[src/rtl/alu_seq_pkg.sv]
// Shared definitions for the ALU sequencer: opcodes, condition codes,
// status flag bit positions and the sequencer state encoding.
package alu_seq_pkg;

  localparam logic [2:0] OP_NOP = 3'b000;
  localparam logic [2:0] OP_ADD = 3'b001;
  localparam logic [2:0] OP_SUB = 3'b010;
  localparam logic [2:0] OP_XOR = 3'b011;
  localparam logic [2:0] OP_MUL = 3'b100;
  localparam logic [2:0] OP_LDA = 3'b101;

  localparam logic [1:0] COND_ALWAYS = 2'b00;
  localparam logic [1:0] COND_Z      = 2'b01;
  localparam logic [1:0] COND_C      = 2'b10;
  localparam logic [1:0] COND_N      = 2'b11;

  localparam int FLAG_N = 3;
  localparam int FLAG_Z = 2;
  localparam int FLAG_C = 1;
  localparam int FLAG_V = 0;

  typedef enum logic [1:0] {
    ST_IDLE,
    ST_LOAD,
    ST_EXEC,
    ST_DONE
  } state_t;

  // Opcodes 11x have no defined operation.
  function automatic logic is_illegal(input logic [2:0] op);
    return op[2:1] == 2'b11;
  endfunction

  function automatic logic is_alu_op(input logic [2:0] op);
    return (op == OP_ADD) || (op == OP_SUB) || (op == OP_XOR) || (op == OP_MUL);
  endfunction

endpackage

[src/rtl/alu_cond_check.sv]
// Decides whether an instruction runs, given its condition code and the
// sticky flags captured from earlier ADD/SUB results.
module alu_cond_check
  import alu_seq_pkg::*;
#(
  parameter int FLAG_W = 4
) (
  input  logic [1:0]        cond,
  input  logic [FLAG_W-1:0] flags,
  output logic              execute
);

  // Overflow is tracked in the flag register but no condition tests it.
  logic unused_v;
  assign unused_v = flags[FLAG_V];

  always_comb begin
    execute = 1'b0;
    case (cond)
      COND_ALWAYS: execute = 1'b1;
      COND_Z:      execute = flags[FLAG_Z];
      COND_C:      execute = flags[FLAG_C];
      COND_N:      execute = flags[FLAG_N];
    endcase
  end

endmodule

[src/rtl/alu_sequencer.sv]
// Control-side sequencer for the ALU datapath: takes one instruction per
// handshake, steps it through LOAD/EXEC and returns the result with a done pulse.
module alu_sequencer
  import alu_seq_pkg::*;
#(
  parameter int WIDTH  = 16,
  parameter int FLAG_W = 4
) (
  input  logic              clk,
  input  logic              rst,
  input  logic              instr_valid,
  output logic              instr_ready,
  input  logic [2:0]        opcode,
  input  logic [1:0]        cond,
  input  logic [WIDTH-1:0]  op_a,
  input  logic [WIDTH-1:0]  op_b,
  output logic [WIDTH-1:0]  alu_a,
  output logic [WIDTH-1:0]  alu_b,
  output logic              a_enable,
  output logic              acc_enable,
  output logic              addsub,
  output logic              xor_ctrl,
  output logic              mul_out_ctrl,
  input  logic [FLAG_W-1:0] status_reg,
  input  logic [WIDTH-1:0]  acc_out,
  input  logic [WIDTH-1:0]  mul_acc_out,
  output logic [WIDTH-1:0]  result,
  output logic [WIDTH-1:0]  result_hi,
  output logic [FLAG_W-1:0] flags,
  output logic              done,
  output logic              skipped,
  output logic              illegal
);

  state_t           state;
  state_t           state_next;
  logic [2:0]       op_q;
  logic [WIDTH-1:0] b_q;
  logic             exec_q;
  logic             cond_ok;
  logic             accept;
  logic             runs;

  alu_cond_check #(
    .FLAG_W(FLAG_W)
  ) u_cond_check (
    .cond   (cond),
    .flags  (flags),
    .execute(cond_ok)
  );

  assign accept = instr_valid && instr_ready;
  // NOP, illegal opcodes and false conditions bypass LOAD/EXEC entirely.
  assign runs   = cond_ok && (is_alu_op(opcode) || (opcode == OP_LDA));

  always_ff @(posedge clk or negedge rst) begin
    if (!rst) begin
      state <= ST_IDLE;
    end else begin
      state <= state_next;
    end
  end

  always_comb begin
    state_next = state;
    case (state)
      ST_IDLE: begin
        if (accept) begin
          state_next = runs ? ST_LOAD : ST_DONE;
        end
      end
      ST_LOAD: state_next = (op_q == OP_LDA) ? ST_DONE : ST_EXEC;
      ST_EXEC: state_next = ST_DONE;
      ST_DONE: state_next = ST_IDLE;
      default: state_next = ST_IDLE;
    endcase
  end

  always_comb begin
    instr_ready  = (state == ST_IDLE);
    a_enable     = (state == ST_LOAD);
    acc_enable   = (state == ST_EXEC);
    addsub       = (state == ST_EXEC) && (op_q == OP_SUB);
    xor_ctrl     = (state == ST_EXEC) && (op_q == OP_XOR);
    mul_out_ctrl = (state == ST_EXEC) && (op_q == OP_MUL);
    done         = (state == ST_DONE);
  end

  // The ALU accumulator is loaded at the end of EXEC, so acc_out is only
  // meaningful during DONE; result is captured on the edge leaving DONE.
  always_ff @(posedge clk or negedge rst) begin
    if (!rst) begin
      op_q      <= OP_NOP;
      b_q       <= '0;
      exec_q    <= 1'b0;
      alu_a     <= '0;
      alu_b     <= '0;
      result    <= '0;
      result_hi <= '0;
      flags     <= '0;
      skipped   <= 1'b0;
      illegal   <= 1'b0;
    end else begin
      if (accept) begin
        op_q    <= opcode;
        b_q     <= op_b;
        exec_q  <= runs;
        skipped <= !cond_ok;
        illegal <= is_illegal(opcode);
        if (runs) begin
          alu_a <= op_a;
        end
      end
      if ((state == ST_LOAD) && (op_q != OP_LDA)) begin
        alu_b <= b_q;
      end
      if ((state == ST_EXEC) && ((op_q == OP_ADD) || (op_q == OP_SUB))) begin
        flags <= status_reg;
      end
      if ((state == ST_DONE) && exec_q) begin
        result    <= (op_q == OP_LDA) ? alu_a : acc_out;
        result_hi <= (op_q == OP_MUL) ? mul_acc_out : '0;
      end
    end
  end

endmodule

[config.mk]
export PLATFORM = sky130hd
export DESIGN_NAME = alu_sequencer
export DESIGN_NICKNAME = d
export VERILOG_FILES = /design/src/rtl/alu_seq_pkg.sv /design/src/rtl/alu_cond_check.sv /design/src/rtl/alu_sequencer.sv
export SDC_FILE = /design/constraint.sdc
export NUM_CORES = 1
export LEC_CHECK = 0
export CAP_MARGIN = 15
export CORE_ASPECT_RATIO = 0.9
export CORE_MARGIN = 2
export CORE_UTILIZATION = 39
export CTS_CLUSTER_DIAMETER = 150
export DETAILED_ROUTE_END_ITERATION = 10
export PLACE_DENSITY = 0.76
export SLEW_MARGIN = 20
export SYNTH_ARGS = -nofsm -noshare
export SYNTH_HDL_FRONTEND = slang
export SYNTH_SLANG_ARGS = --single-unit
[constraint.sdc]
create_clock -name clk -period 1.6 [get_ports clk]
set_input_delay 0.32 -clock clk [delete_from_list [all_inputs] [get_ports clk]]
set_output_delay 0.32 -clock clk [all_outputs]
set_load 0.01 [all_outputs]
==> results.json <==
{
  "yosysUniqueCellTypes": 28,
  "pre_cts_ws_ps": -442.5,
  "maxSlewHeadroom_pct": 71.08,
  "fp.dieH_um": 97.74,
  "area_growth_pct": 59.22,
  "gp_congestion": 0.7259,
  "grt_pass1_vias": 3036,
  "placementRows": 34,
  "synthCells": 262,
  "rsz0062_at_grt": "true",
  "cpPeakStageDelay_ps": 400,
  "wire_per_inst_um": 16.66,
  "routed_wl_um": 9544,
  "htreeDepth": 3,
  "syn_nets": 342,
  "maxSlewViolCount": 0,
  "violations": "negative setup slack",
  "cts_max_path_buffers": 2,
  "layout-drive-gt1-share_pct": 28.41,
  "timing.final.crit_period_ps": 1701,
  "period_share_pct": 106.3,
  "ir_drop_v": 0.0008393,
  "dp_hpwl_um": 6562,
  "pin_count": 153,
  "rr_worst_depth": 7,
  "nNetsFinal": 522,
  "fmaxAchievable_mhz": 587.9,
  "fin_ws_ps": -101.0,
  "worstSetupPathType": "reg -> out",
  "port_buffers": 152,
  "reg2reg_slack_ps": -70,
  "finalSetupViolCount": 21,
  "start_util_pct": 39.78,
  "drc_errors": 0,
  "grt_usage_pct": 18.67,
  "p_leak_uw": 0.003319,
  "first_iter_violations": 87,
  "tritoncts": "yes",
  "path_clk_slew_ps": 90,
  "worstMarginPinSlew_ps": 433.8,
  "crit_chain": "inv_2 -> ha_4 -> nor2b_4 -> nand2_1 -> nor2_1 -> buf_2",
  "synth_area_per_cell_um2": 14.53,
  "core-area_um2": 9572,
  "via_count": 2774,
  "grt_pass1_wl_um": 15430,
  "r2r_start": "state[1]",
  "cts-root-buf": "clkbuf_8",
  "ys_ff_latch": 92,
  "worst-path-max-fanout": 3,
  "fp.dieW_um": 108.2,
  "maxCapViolCount": 0,
  "fin_skew_ps": 10.22,
  "cts_made_buffers": 9,
  "startpoint_type": "flip-flop",
  "ys_seq_area_share_pct": 60.47,
  "first_pass_iters": 4,
  "power.density_nw_per_um2": 1822,
  "gr-total-overflow": 0,
  "crit_slowest_cell": "dfrtp_1",
  "syn-cell-area_um2": 3807,
  "hold_violations": 0,
  "num_antenna_cells": 0,
  "hold_slack_ps": 339.5,
  "hp-class": "in -> async",
  "dieArea_um2": 10570,
  "critPathCaptureType": "primary output",
  "ys_warn_count": 0,
  "required_ps": 1280,
  "routed_via_density": 4.841,
  "antenna_found_initial": 0,
  "drtAntennaViolNets": 0,
  "rr_endpoint": "alu_a[8]",
  "cts_sinks": 92,
  "clk_latency_ps": 350,
  "arrival_ps": 1380,
  "outcome": "complete, but fails checks",
  "grt_max_degree": 83
}
## critical path: cells and delay by family, from the launching register on
family	cells	cell delay, ps
flops	1	400
simple gates	3	280
buf+inv	2	220
fa+ha+maj	1	140
## synth_stat cells
library cell  count  area share (%)
o21ai_0          19             2.5
or3_1             1            0.16
and2_0            1            0.16
buf_6             4             1.2
nor4b_4           1            0.62
a21oi_4           1            0.43
mux2i_1          17             4.5
clkbuf_1          6            0.59
mux2_4           19             7.5
inv_1             3            0.30
mux2_2           37              11
nand3b_1          1            0.20
a21oi_1           2            0.26
ha_1              4             1.3
nand2_1          24             2.4
dfrtp_1          92              60
nor2b_1           1            0.16
buf_2             2            0.26
a22o_1           16             3.7
a41oi_1           1            0.23
nand4b_4          1            0.62
nor3b_1           1            0.20
xor2_1            1            0.23
and3_1            1            0.16
nor4bb_1          1            0.26
clkbuf_2          1            0.13
nor2_1            3            0.30
nand2_4           1            0.30
## repair_timing
action / 4_1_cts / 5_1_grt
cloned: 0 / 1
resized for setup: 76 / 60
buffers inserted: 3 / 2
hold buffers: 1 / 0
pin swaps: 3 / 3
hold endpoints to repair: 10 / 0
setup endpoints to repair: 66 / 102
## power by group
group / switching (µW) / leakage [µW] / internal [µW] / total (µW)
Combinational: 2130 / 0.00207 / 3070 / 5200
Clock: 817 / 0.000113 / 937 / 1750
Sequential: 651 / 0.00113 / 3440 / 4090
## cells in the final DEF (no fill, tap or decap), drive strengths merged, types with 16 or more instances in the layout
| cell | synthesis | layout |
|---|---|---|
| dfrtp | 92 | 92 |
| mux2i | 17 | 17 |
| a22o | 16 | 16 |
| mux2 | 56 | 56 |
| dlymetal6s2s | 0 | 35 |
| clkdlybuf4s50 | 0 | 76 |
| o21ai | 19 | 19 |
| dlygate4sd2 | 0 | 33 |
| buf | 6 | 36 |
| nand2 | 25 | 25 |
## cells by family (layout without fill, tap and decap cells)
kind of cell | Yosys count | after routing | share of synthesized area, %
AO/OA/AOI/OAI | 39 | 39 | 7.098
XOR/XNOR | 1 | 1 | 0.2301
adder cells (fa/ha/maj) | 4 | 4 | 1.315
flip-flops | 92 | 92 | 60.47
multiplexers | 73 | 73 | 22.90
AND/OR/NAND/NOR | 37 | 37 | 5.521
buffers and inverters | 16 | 201 | 2.464
## layout make-up
type	count	area, µm²
clock buffer	10	137.6
clock inverter	6	93.84
fill	774	3510
inverter	3	13.76
multi-input combinational	154	1495
sequential	92	2302
tap	126	157.7
timing repair buffer	182	1862
## stage by stage
step | cells | area (µm²) | utilization (%) | total power (µW) | TNS [ps]
after floorplan | 262 | 3832 | - | 6702 | -8.004
after global placement | 551 | 5652 | 59.05 | 9297 | -6336
after detailed placement | 551 | 5652 | 59.05 | 9467 | -8238
after CTS | 570 | 5901 | 61.65 | 11090 | -1344
after global routing | 573 | 6062 | 63.33 | 11790 | -2667
final | 573 | 6062 | 63.33 | 11050 | -1193
## flip-flops by register name, summed over array words and instances (netlist names)
name / count
b_q: 16
skipped: 1
result: 16
alu_a: 16
exec_q: 1
illegal: 1
alu_b: 16
op_q: 3
flags: 4
result_hi: 16
state: 2
## how the worst max path moves through the flow
| stage | from | end | slack (ps) |
|---|---|---|---|
| global route | state[0] | addsub | -220 |
| global placement | opcode[1] | alu_a[1] | -360 |
| CTS | state[0] | addsub | -130 |
| detailed placement | cond[1] | alu_a[3] | -440 |
| floorplan | state[0] | flags[0] | -2 |
| finish | state[0] | addsub | -100 |
## per-layer routing
| layer | wire [µm] | GRT usage, % | up-vias |
|---|---|---|---|
| li1 | - | - | 1281 |
| met1 | 3983 | 23.62 | 1405 |
| met2 | 4969 | 32.41 | 80 |
| met3 | 484 | 4.005 | 8 |
| met4 | 105 | 5.030 | 0 |
| met5 | 0 | 0 | - |
No activity file was read; power rests on OpenSTA's default activity.
